`src/rtl/murax_clk_reset_pkg.sv`:
```
// Shared types and constants for the Murax clock/reset sequencer.
// Defaults match the 100 MHz BlackIce board build.
package murax_clk_reset_pkg;

  localparam int unsigned CNT_W   = 17;
  localparam int unsigned FAULT_W = 8;

  localparam int unsigned DEF_PLL_RST_CYCLES = 16;
  localparam int unsigned DEF_STABLE_CYCLES  = 1024;
  localparam int unsigned DEF_SYS_DELAY      = 8;
  localparam int unsigned DEF_LOCK_TIMEOUT   = 65536;

  typedef enum logic [1:0] {
    PLL_RST   = 2'd0,
    WAIT_LOCK = 2'd1,
    STABLE    = 2'd2,
    RUN       = 2'd3
  } state_e;

  function automatic logic [FAULT_W-1:0] sat_inc(input logic [FAULT_W-1:0] v);
    return (v == {FAULT_W{1'b1}}) ? v : v + 1'b1;
  endfunction

endpackage

```
`src/rtl/murax_sync2.sv`:
```
// Two-flop synchronizer with asynchronous active-high reset to a chosen value.
module murax_sync2 #(
  parameter logic RESET_VAL = 1'b0
) (
  input  logic i_clk,
  input  logic i_rst,
  input  logic i_d,
  output logic o_q
);

  logic r_meta;
  logic r_sync;

  always_ff @(posedge i_clk or posedge i_rst) begin
    if (i_rst) begin
      r_meta <= RESET_VAL;
      r_sync <= RESET_VAL;
    end else begin
      r_meta <= i_d;
      r_sync <= r_meta;
    end
  end

  assign o_q = r_sync;

endmodule

```
`src/rtl/murax_clk_reset_ctrl.sv`:
```
// Reset sequencer between the PLL wrapper and the Murax SoC, clocked by the board reference.
// Define MURAX_RESET_CTRL_WATCHDOG_EN to restart the PLL when lock never arrives.
module murax_clk_reset_ctrl
  import murax_clk_reset_pkg::*;
#(
  parameter int unsigned PLL_RST_CYCLES = DEF_PLL_RST_CYCLES,
  parameter int unsigned STABLE_CYCLES  = DEF_STABLE_CYCLES,
  parameter int unsigned SYS_DELAY      = DEF_SYS_DELAY,
  parameter int unsigned LOCK_TIMEOUT   = DEF_LOCK_TIMEOUT
) (
  input  logic               io_mainClk,
  input  logic               io_asyncReset,
  input  logic               io_pllLock,
  input  logic               io_buttonReset,
  output logic               io_pllResetn,
  output logic               io_debugReset,
  output logic               io_systemReset,
  output logic               io_locked,
  output logic [FAULT_W-1:0] io_lockFaults
);

  localparam logic [CNT_W-1:0] PllRstLast  = CNT_W'(PLL_RST_CYCLES - 1);
  localparam logic [CNT_W-1:0] StableLast  = CNT_W'(STABLE_CYCLES - 1);
  localparam logic [CNT_W-1:0] SysDelay    = CNT_W'(SYS_DELAY);
  localparam logic [CNT_W-1:0] TimeoutLast = CNT_W'(LOCK_TIMEOUT - 1);

  logic w_lock_s;
  logic w_btn_s;

  state_e           r_state;
  state_e           w_state_d;
  logic [CNT_W-1:0] r_cnt;
  logic [CNT_W-1:0] w_cnt_d;

  logic r_pll_resetn;
  logic r_debug_reset;
  logic r_system_reset;
  logic r_locked;
  logic w_pll_resetn_d;
  logic w_debug_reset_d;
  logic w_system_reset_d;
  logic w_locked_d;
  logic w_timeout;

  murax_sync2 #(
    .RESET_VAL (1'b0)
  ) u_lock_sync (
    .i_clk (io_mainClk),
    .i_rst (io_asyncReset),
    .i_d   (io_pllLock),
    .o_q   (w_lock_s)
  );

  murax_sync2 #(
    .RESET_VAL (1'b0)
  ) u_btn_sync (
    .i_clk (io_mainClk),
    .i_rst (io_asyncReset),
    .i_d   (io_buttonReset),
    .o_q   (w_btn_s)
  );

  always_comb begin
    w_state_d = r_state;
    w_cnt_d   = r_cnt + 1'b1;
    w_timeout = 1'b0;
    unique case (r_state)
      PLL_RST: begin
        if (r_cnt == PllRstLast) w_state_d = WAIT_LOCK;
      end
      WAIT_LOCK: begin
        if (w_lock_s) begin
          w_state_d = STABLE;
        end else if (r_cnt == TimeoutLast) begin
          w_timeout = 1'b1;
`ifdef MURAX_RESET_CTRL_WATCHDOG_EN
          w_state_d = PLL_RST;
`endif
        end
      end
      STABLE: begin
        if (!w_lock_s) begin
          w_state_d = WAIT_LOCK;
        end else if (r_cnt == StableLast) begin
          w_state_d = RUN;
        end
      end
      RUN: begin
        // Lock loss takes priority over the button.
        if (!w_lock_s) begin
          w_state_d = WAIT_LOCK;
        end else if (w_btn_s) begin
          w_cnt_d = '0;
        end else if (r_cnt >= SysDelay) begin
          w_cnt_d = SysDelay;
        end
      end
      default: w_state_d = PLL_RST;
    endcase

    if (w_state_d != r_state) w_cnt_d = '0;

    // Outputs are decoded from the next state so they move on the same edge.
    w_pll_resetn_d   = (w_state_d != PLL_RST);
    w_debug_reset_d  = (w_state_d != RUN);
    w_locked_d       = (w_state_d == RUN);
    w_system_reset_d = !((w_state_d == RUN) && !w_btn_s && (w_cnt_d >= SysDelay));
  end

  always_ff @(posedge io_mainClk or posedge io_asyncReset) begin
    if (io_asyncReset) begin
      r_state        <= PLL_RST;
      r_cnt          <= '0;
      r_pll_resetn   <= 1'b0;
      r_debug_reset  <= 1'b1;
      r_system_reset <= 1'b1;
      r_locked       <= 1'b0;
    end else begin
      r_state        <= w_state_d;
      r_cnt          <= w_cnt_d;
      r_pll_resetn   <= w_pll_resetn_d;
      r_debug_reset  <= w_debug_reset_d;
      r_system_reset <= w_system_reset_d;
      r_locked       <= w_locked_d;
    end
  end

`ifdef MURAX_RESET_CTRL_WATCHDOG_EN
  logic [FAULT_W-1:0] r_faults;

  always_ff @(posedge io_mainClk or posedge io_asyncReset) begin
    if (io_asyncReset) begin
      r_faults <= '0;
    end else if (w_timeout) begin
      r_faults <= sat_inc(r_faults);
    end
  end

  assign io_lockFaults = r_faults;
`else
  // Timeout is decoded but never acted on; lock waits indefinitely.
  logic w_unused_timeout;
  assign w_unused_timeout = w_timeout;
  assign io_lockFaults    = '0;
`endif

  assign io_pllResetn   = r_pll_resetn;
  assign io_debugReset  = r_debug_reset;
  assign io_systemReset = r_system_reset;
  assign io_locked      = r_locked;

endmodule

```
`config.mk`:
```
export PLATFORM = sky130hd
export DESIGN_NAME = murax_clk_reset_ctrl
export DESIGN_NICKNAME = d
export VERILOG_FILES = /design/src/rtl/murax_clk_reset_pkg.sv /design/src/rtl/murax_sync2.sv /design/src/rtl/murax_clk_reset_ctrl.sv
export SDC_FILE = /design/constraint.sdc
export NUM_CORES = 1
export LEC_CHECK = 0
export BUFFER_PORTS_ARGS = -buffer_cell sky130_fd_sc_hd__buf_2
export CAP_MARGIN = 25
export CORE_AREA = 2 2 65 67
export CTS_CLUSTER_SIZE = 25
export DETAILED_ROUTE_END_ITERATION = 8
export DIE_AREA = 0 0 67 69
export GPL_TIMING_DRIVEN = 0
export SLEW_MARGIN = 20
export SYNTH_ARGS = -nofsm -noshare
export SYNTH_HDL_FRONTEND = slang
export SYNTH_SLANG_ARGS = --single-unit
```
`constraint.sdc`:
```
create_clock -name io_mainClk -period 2.2 [get_ports io_mainClk]
set_input_delay 0.22 -clock io_mainClk [delete_from_list [all_inputs] [get_ports io_mainClk]]
set_output_delay 0.22 -clock io_mainClk [all_outputs]
set_load 0.005 [all_outputs]
```
### Word-level counts from Yosys, hierarchy flattened

Index checks and enable logic that the tools add are counted.

* register bits after elaboration: 27
* bits of input ports: 4
* output and inout port bits: 12

* $add $sub $neg: 1
* order comparisons: 2
* equal/unequal tests: 8
* multiplexer cells: 11
* reduce and logical (&&, ||, !) cells: 6

Operators by type and width (count)
* $mux 17: 5
* $ge 17x4->1 const B: 2
* $add 17x1->17 const B: 1
* $eq 17x10->1 const B: 1
* $eq 17x4->1 const B: 1
* $mux 2: 5
* $pmux 2 s4: 1
* $eq 2x2->1 const B: 3
* $eq 2x1->1 const B: 1
* $logic_and 1x1->1: 2
* $logic_not 1->1: 2
* $logic_not 2->1: 1
* $ne 2x2->1: 1
* $ne 2x2->1 const B: 1
* $reduce_bool 2->1: 1

### Logic depth before layout (Yosys ltp)

Gate-level depths: netlist of the first run.

* word-level depth: 9
* mapped depth: 7
* gate-level depth less buffers: 6

### By module

A second synthesis of the first run with hierarchy kept.

* cell total of the unflattened synthesis: 163
* area total of the unflattened synthesis: 1629.1 um^2

By module, submodules not included
* murax_clk_reset_ctrl: times used 1, cells an instance 157, area an instance 1521.5 um^2, seq. area each 578.1 um^2
* murax_sync2: times used 2, cells an instance 3, area an instance 53.8 um^2, seq. area each 50.0 um^2

### Worst setup path before layout of the first run

OpenSTA, ideal clock, no wires.

* kind: register -> register
* start: register r_cnt[0]
* end: register r_system_reset (netlist: io_systemReset)
* arrival: 1.671 ns
* data required time: 2.106 ns
* path slack: 0.435 ns
* cell stages (with the launch flop): 7
* path buffers: 0
* clock period less this slack: 1.765 ns
* cell sequence: dfrtp_1 ha_1 nand3_2 nor3_2 a21oi_1 nand2b_4 or4_1

* longest elaborated chain between the ends: 9

RTL lines
* start: declaration: line murax_clk_reset_ctrl.sv:32 `logic [CNT_W-1:0] r_cnt;`
* start signal: assignment: line murax_clk_reset_ctrl.sv:120 `r_cnt <= w_cnt_d;`
* $add 17x1->17, or another cell as far along: line murax_clk_reset_ctrl.sv:65 `w_cnt_d = r_cnt + 1'b1;`
* $mux 17 or $mux 2 (tied branches): line murax_clk_reset_ctrl.sv:94, murax_clk_reset_ctrl.sv:84
* $mux 17 or $mux 2 (tied branches): line murax_clk_reset_ctrl.sv:92, murax_clk_reset_ctrl.sv:82
* $mux 17 or $pmux 2 s4 (tied branches): line murax_clk_reset_ctrl.sv:90, murax_clk_reset_ctrl.sv:67
* $mux 17 or $ne 2x2->1 (tied branches): line murax_clk_reset_ctrl.sv:67, murax_clk_reset_ctrl.sv:101
* $mux 17: line murax_clk_reset_ctrl.sv:101 `if (w_state_d != r_state) w_cnt_d = '0;`
* $ge 17x4->1: line murax_clk_reset_ctrl.sv:107 `w_system_reset_d = !((w_state_d == RUN) && !w_btn_s && (w_cnt_d >= SysDelay));`
* $logic_and 1x1->1 *: line murax_clk_reset_ctrl.sv:107
* $logic_not 1->1 *: line murax_clk_reset_ctrl.sv:107
* named net w_system_reset_d: line murax_clk_reset_ctrl.sv:41 `logic w_system_reset_d;`
* end signal: assignment: line murax_clk_reset_ctrl.sv:123 `r_system_reset <= w_system_reset_d;`
* end: declaration: line murax_clk_reset_ctrl.sv:37 `logic r_system_reset;`

The timed path passes the listed nets; every way through them passes the cells marked *.

### Worst setup path in the final report of the first run

* start: register r_cnt[0]
* end: register r_cnt[5]

* longest elaborated chain between the ends: 6

RTL lines
* $add 17x1->17, or another cell as far along: line murax_clk_reset_ctrl.sv:65
* $mux 17 or $mux 2 (tied branches): line murax_clk_reset_ctrl.sv:94, murax_clk_reset_ctrl.sv:84
* $mux 17 or $mux 2 (tied branches): line murax_clk_reset_ctrl.sv:92, murax_clk_reset_ctrl.sv:82
* $mux 17 or $pmux 2 s4 (tied branches): line murax_clk_reset_ctrl.sv:90, murax_clk_reset_ctrl.sv:67
* $mux 17 or $ne 2x2->1 (tied branches): line murax_clk_reset_ctrl.sv:67, murax_clk_reset_ctrl.sv:101
* $mux 17 *: line murax_clk_reset_ctrl.sv:101
* named net w_cnt_d[5]: line murax_clk_reset_ctrl.sv:33 `logic [CNT_W-1:0] w_cnt_d;`

Marks and branches as above.

==> results.md, run 1 <==
- Net switching power: around 0.38 mW
- Largest net degree at the start of global routing: 28
- Vias in the first global route: 892
- Core ar.: 3914 um2
- Top-count cell post-synth: dfrtp_1
- HP Class: input pin to register
- Clk network pwr share: a little under a quarter
- Worst Setup Slack post-DPL: 78.69 ps
- Grt ovf: 0
- Switching Share: 30.94%
- Clock Latency Late Sink: 270 ps
- Top flop regs: r_cnt: 17 flops, r_state: 2 flops
- Status: complete, no violations
- Top FF cell, synth: dfrtp_1
- Antenna diodes: 0
- Cts bufs inserted: 3
- Clock transition at the registers of the reported paths: 90 ps
- TritonCTS clock tree: done
- Routed wire length: 2.244 mm
- Root Driver: clkbuf_8
- Fill count: 419
- 1st-iter DRT viols: 9
- Synth top area cells: dfrtp_1 48%, nor2_1 6.6%, xor2_1 6.0%, buf_4 4.6%, dfstp_2 4.0%
- Share of cells above drive strength 1: 22.45%
- Multi-input logic area: approximately 570 um2
- H-tree Lvls: 1
- Seq pwr share: slightly below 50%
- Setup TNS: 0 ps
- Top-area cell type share of the netlist area: 47.76%
- Worst Setup Slack, final: roughly 170 ps
- RSZ-0062 raised after global routing: no
- Flop and latch count out of synthesis: 27
- Final Skew: 1.572 ps
- Antenna viol nets, final: 0
- Worst vdd ir: 243.0 uV
- Max Clock Freq: 491.4 MHz
- Asr flop ratio synth: between 90% and 100%
- Yosys cell types: 34
- Area occupied by registers: 678.2 um2
- Avg Vias per Cell: 4.508
- Combinational power share: 28.7%
- Vias: between 800 and 900
- GPL Wtd Cong: 0.7741
- Internal power: 0.8429 mW
- Post-synth EDFFs: 0
- Effective utilization at floorplan: about a third
- Global-route wire length before repair: 3.884 mm
- Crit path launch: r_cnt[0]
- Nets: 154
- I/O Buffers: 7
- Maximum fanout along the worst path: 10
- Clk buf depth: 2
- Tot GR Track Use: 10.89%
- Die X: about 67 um
- LEAKAGE: 0.6891 nW
- Final core area utilization: between 30% and 40%
- Final worst-path cycle share: 92.50%
- Io pins: 16
- PwrDens: between 800 and 900 nW/um2
- Clock sink total: 27
- Area delta synth->final: 16.05%
- Final Hold Fails: 0
- Cell count after synthesis: 125
- Synth Cell Area: 1310 um2
- Antenna violations before repair: 0
- HPWL after DPL: around 1.6 mm
- Crit Path Class: register to register
- Critical Path Source Type: register
- Die Area: 4623 um2
- Top cells by count, synth: 25 x dfrtp_1, 23 x nor2_1, 9 x xor2_1
- Largest area contributor in the netlist: dfrtp_1
- Crit path required time: 2370 ps
- Drt pass-1 iters: 4
- Post-layout minimum cycle time: 2035 ps
- WL per Instance: 11.39 um
- Sequential share of the synthesized area: 51.77%
- Worst hold start: io_pllLock
- Mean post-synth cell area: 10.48 um2
- Final Setup Violations: 0
- Most flop-heavy register: r_cnt
- Fin. max-slew vios: 0
- Total of max-cap violations: 0
- Ys Warns: 0
- Largest register FFs: 17
- CP Capture Type: register
- Critical path arrival: 2200 ps
- Site row count: 23
- Die H: between 60 and 70 um
- Reg-to-reg startpoint: r_cnt[0]
- DRC Markers: 0
## kinds of logic (layout without fill, tap and decap cells)
kind of cell,Yosys count,in the layout,synth area share [%]
adders and majority gates,2,2,1.910
other,1,8,0.2863
AOI/OAI and AO/OA,10,10,5.731
DFF,27,27,51.77
and+or+nand+nor,55,55,22.54
xor gates and xnor gates,15,15,10.03
muxes,1,1,0.8595
buffers and inverters,14,29,6.876
## cell usage in the layout, fill, tap and decap left out, types with 2 or more instances in the layout
master,synthesis,layout
ha_1,2,2
nor2b_1,2,2
buf_2,0,7
dfrtp_1,25,25
clkbuf_8,0,3
xor2_1,9,9
nor3_1,4,4
nor2_1,23,23
a21oi_1,3,3
buf_4,8,10
and3_1,2,2
xnor2_1,6,6
nand3_1,6,6
inv_1,4,3
nand4_1,3,3
conb_1,1,8
nand2_1,7,7
dfstp_2,2,2
## routing by layer
| layer | up-vias | track usage [%] | part of all wire, % |
|---|---|---|---|
| li1 | 445 | - | - |
| met5 | - | 0 | 0 |
| met4 | 0 | 4.762 | 2.0 |
| met1 | 419 | 13.02 | 45 |
| met2 | 19 | 18.26 | 48 |
| met3 | 5 | 2.447 | 4.4 |
## repair_timing
item,CTS,global route
hold endpoints to repair,0,10
gates resized for setup,0,0
setup endpoints to repair,0,10
setup buffers,0,2
hold buffers,0,1
## stage by stage
stage	hold WS, ps	instances	area, um2	power, mW
floorplan	251.4	132	1336	0.8373
global placement	328.1	189	1434	0.9010
detailed placement	329.8	189	1434	0.9188
CTS	42.99	193	1480	1.198
global route	31.54	197	1520	1.305
finish	45.19	197	1520	1.221
## power by group through the flow
stage / registers (mW) / clock network, mW / logic [mW]
finish: 0.593 / 0.278 / 0.350
global route: 0.602 / 0.315 / 0.388
CTS: 0.594 / 0.288 / 0.316
detailed placement: 0.604 / 0 / 0.315
global placement: 0.599 / 0 / 0.302
floorplan: 0.598 / 0 / 0.240
## critical path: stages, from the launching register on
cell and delay, ps:
dfrtp_1 410, ha_1 220, nand3_2 180, nor3_2 360
a21oi_1 180, a22oi_2 330, buf_6 200, nor2_1 60
## path summary, 6_finish.rpt
| check | slack, ps | end | depth (start not counted) |
|---|---|---|---|
| max | 170 | r_cnt[5] | 7 |
| min | 50 | u_lock_sync.r_meta | 1 |
| max in group asynchronous | 1340 | r_cnt[7] | 4 |
| max reg2reg | 170 | r_cnt[5] | 7 |
| min reg2reg | 350 | u_lock_sync.o_q | 0 |
| min in group asynchronous | 440 | io_locked | 3 |
## final cells by class
| type | count | share of cell area, % |
|---|---|---|
| Timing Repair Buffer | 11 | 4.938 |
| Sequential cell | 27 | 44.61 |
| Inverter | 4 | 0.9877 |
| Multi-Input combinational cell | 91 | 37.37 |
| Buffer | 10 | 4.938 |
| Tap cell | 50 | 4.115 |
| Clock buffer | 3 | 2.716 |
| Clock inverter | 1 | 0.3292 |
(Power assumes the default switching activity.)
==> run 2, diff against run 1 <==
- BUFFER_PORTS_ARGS: -buffer_cell sky130_fd_sc_hd__buf_2 -> -buffer_cell sky130_fd_sc_hd__clkbuf_2
==> run 2 against run 1 <==
Compared with the run above: the flow now finishes with violations (hold timing); first-iteration DRC count grew to 4.2 times the previous value; maximum frequency down 2.7%; clock-buffer cell count is the same; combinational power grew 1%; largest cell class unchanged; sequential power is essentially flat; clock skew is 4.6 ps higher; final cell count down 1.0%; clock power is essentially flat; via count is 3.7% higher.
==> results.md, run 2 (synthesized netlist as in run 1, its figures left out) <==
- Core ar.: 3914 um2
- Cts bufs inserted: 3
- Status: complete, but fails checks
- Nets: 152
- Worst-margin pin slew: 563.7 ps
- Total of max-cap violations: 0
- Drt pass-1 iters: 4
- Final Skew: 6.193 ps
- WL per Instance: 12.70 um
- Post-layout minimum cycle time: 2091 ps
- Post-cts sizing count: 0
- Largest net degree at the start of global routing: 28
- Maximum fanout along the worst path: 6
- Clk buf depth: 2
- PwrDens: 820.6 nW/um2
- DRC Markers: 0
- Critical path arrival: 2280 ps
- Headroom to the max-slew limit: 62.36%
- TritonCTS clock tree: done
- Die Area: around 4600 um2
- HPWL after DPL: 1.739 mm
- Setup TNS: 0 ps
- Routed wire length: 2.477 mm
- Die X: 67 um
- 1st-iter DRT viols: 38
- Global-route wire length before repair: between 4 and 5 mm
- Final hold slack: -31.41 ps
- Antenna violations before repair: 0
- Cells on worst reg2reg path: 6
- Vias in the first global route: 968
- Final worst-path cycle share: 95.03%
- Avg Vias per Cell: around 4.7
- GPL Wtd Cong: ~0.76
- Failing checks: hold timing
- Antenna diodes: 0
- Post-CTS setup buffers: 0
- Clock Latency Late Sink: around 270 ps
- Effective utilization at floorplan: 33.47%
- Flop2flop setup slack: 110 ps
- RSZ-0062 raised after global routing: no
- Max Clock Freq: roughly 480 MHz
- H-tree Lvls: 1
- Final core area utilization: between 30% and 40%
- HP Class: input pin to async pin
- Crit Path Class: register to register
- Root Driver: clkbuf_8
- Fin. max-slew vios: 0
- Final Setup Violations: 0
- Site row count: 23
- Area delta synth->final: 14.14%
- Clock transition at the registers of the reported paths: 90 ps
- Top flop regs: r_cnt: 17 flops, r_state: 2 flops
- Antenna viol nets, final: 0
- Io pins: 16
- Final Hold Fails: 25
- Die H: between 60 and 70 um
- # hold bufs at CTS: 0
- Fill count: 416
- Vias: 921
- Tot GR Track Use: a little under an eighth
- Most common cell after layout, fill and taps aside: dfrtp_1
- Most flop-heavy register: r_cnt
- Worst vdd ir: between 200 and 250 uV
- Grt ovf: 0
- Crit path required time: roughly 2400 ps
- Largest register FFs: 17
- Share of cells above drive strength 1: 22.76%
- RR Endpoint: io_systemReset
- Reg-to-reg startpoint: r_cnt[0]
- Critical Path Source Type: register
- I/O Buffers: 7
- LEAKAGE: 0.6833 nW
- Clock sink total: 27
- CP Capture Type: register
- Most frequent cells in the layout: 25 x dfrtp_1, 23 x nor2_1, 10 x buf_4
==> run 2: changes by cell type in the layout (fill, tap and decap cells not counted), sizes merged <==
cell / previous run / this run
inv: 3 / 4
buf: 19 / 11
clkbuf: 4 / 11
dlygate4sd3: 1 / 0
clkinv: 2 / 1
==> run 2: per-stage QoR <==
stage / power (mW) / setup WS, ps / hold WS [ps] / instances / instance area (um2)
after floorplan: 0.8373 / 434.8 / 251.4 / 132 / 1336
after global placement: 0.9003 / 150.6 / 329.5 / 189 / 1434
after detailed placement: 0.9226 / 98.67 / 329.7 / 189 / 1434
after CTS: 1.211 / 53.05 / 33.54 / 193 / 1480
after global routing: 1.308 / 15.11 / 11.97 / 195 / 1495
final: 1.227 / 109.4 / -31.41 / 195 / 1495
==> run 2: area by class of cell <==
class	count	area [um2]	area share, %
Multi-Input combinational cell	91	568.0	37.99
Buffer	10	75.07	5.021
Clock inverter	1	5.005	0.3347
Clock buffer	3	41.29	2.762
Sequential cell	27	678.2	45.36
Timing Repair Buffer	9	50.05	3.347
Tap cell	50	62.56	4.184
Inverter	4	15.01	1.004
==> run 2: worst max-delay path, cell delays in order (launching register included) <==
cell and delay (ps):
dfrtp_1 410, ha_1 220, nand3_2 200, nor3_2 370, a21oi_1 190, nand2b_4 180
or4_1 430
==> run 2: power by group <==
part | internal, mW | switching, mW
registers | 0.554 | 0.0410
logic | 0.160 | 0.194
clock network | 0.127 | 0.151
total | 0.841 | 0.386
==> run 2: layer usage <==
metal / GRT usage (%) / up-vias / routed length (um)
met3: 2.610 / 7 / 108
li1: - / 439 / -
met5: 0 / - / 0
met4: 5.669 / 0 / 68
met2: 20.13 / 25 / 1263
met1: 13.97 / 450 / 1037
==> run 2: how the worst max path moves through the flow <==
stage | from | end | slack (ps) | depth (start not counted)
global route | r_cnt[0] | r_cnt[11] | 20 | 8
floorplan | r_cnt[0] | io_systemReset | 430 | 6
detailed placement | r_cnt[0] | r_cnt[15] | 100 | 7
CTS | r_cnt[0] | r_cnt[15] | 50 | 7
finish | r_cnt[0] | io_systemReset | 110 | 6
global placement | r_cnt[0] | r_cnt[4] | 150 | 7
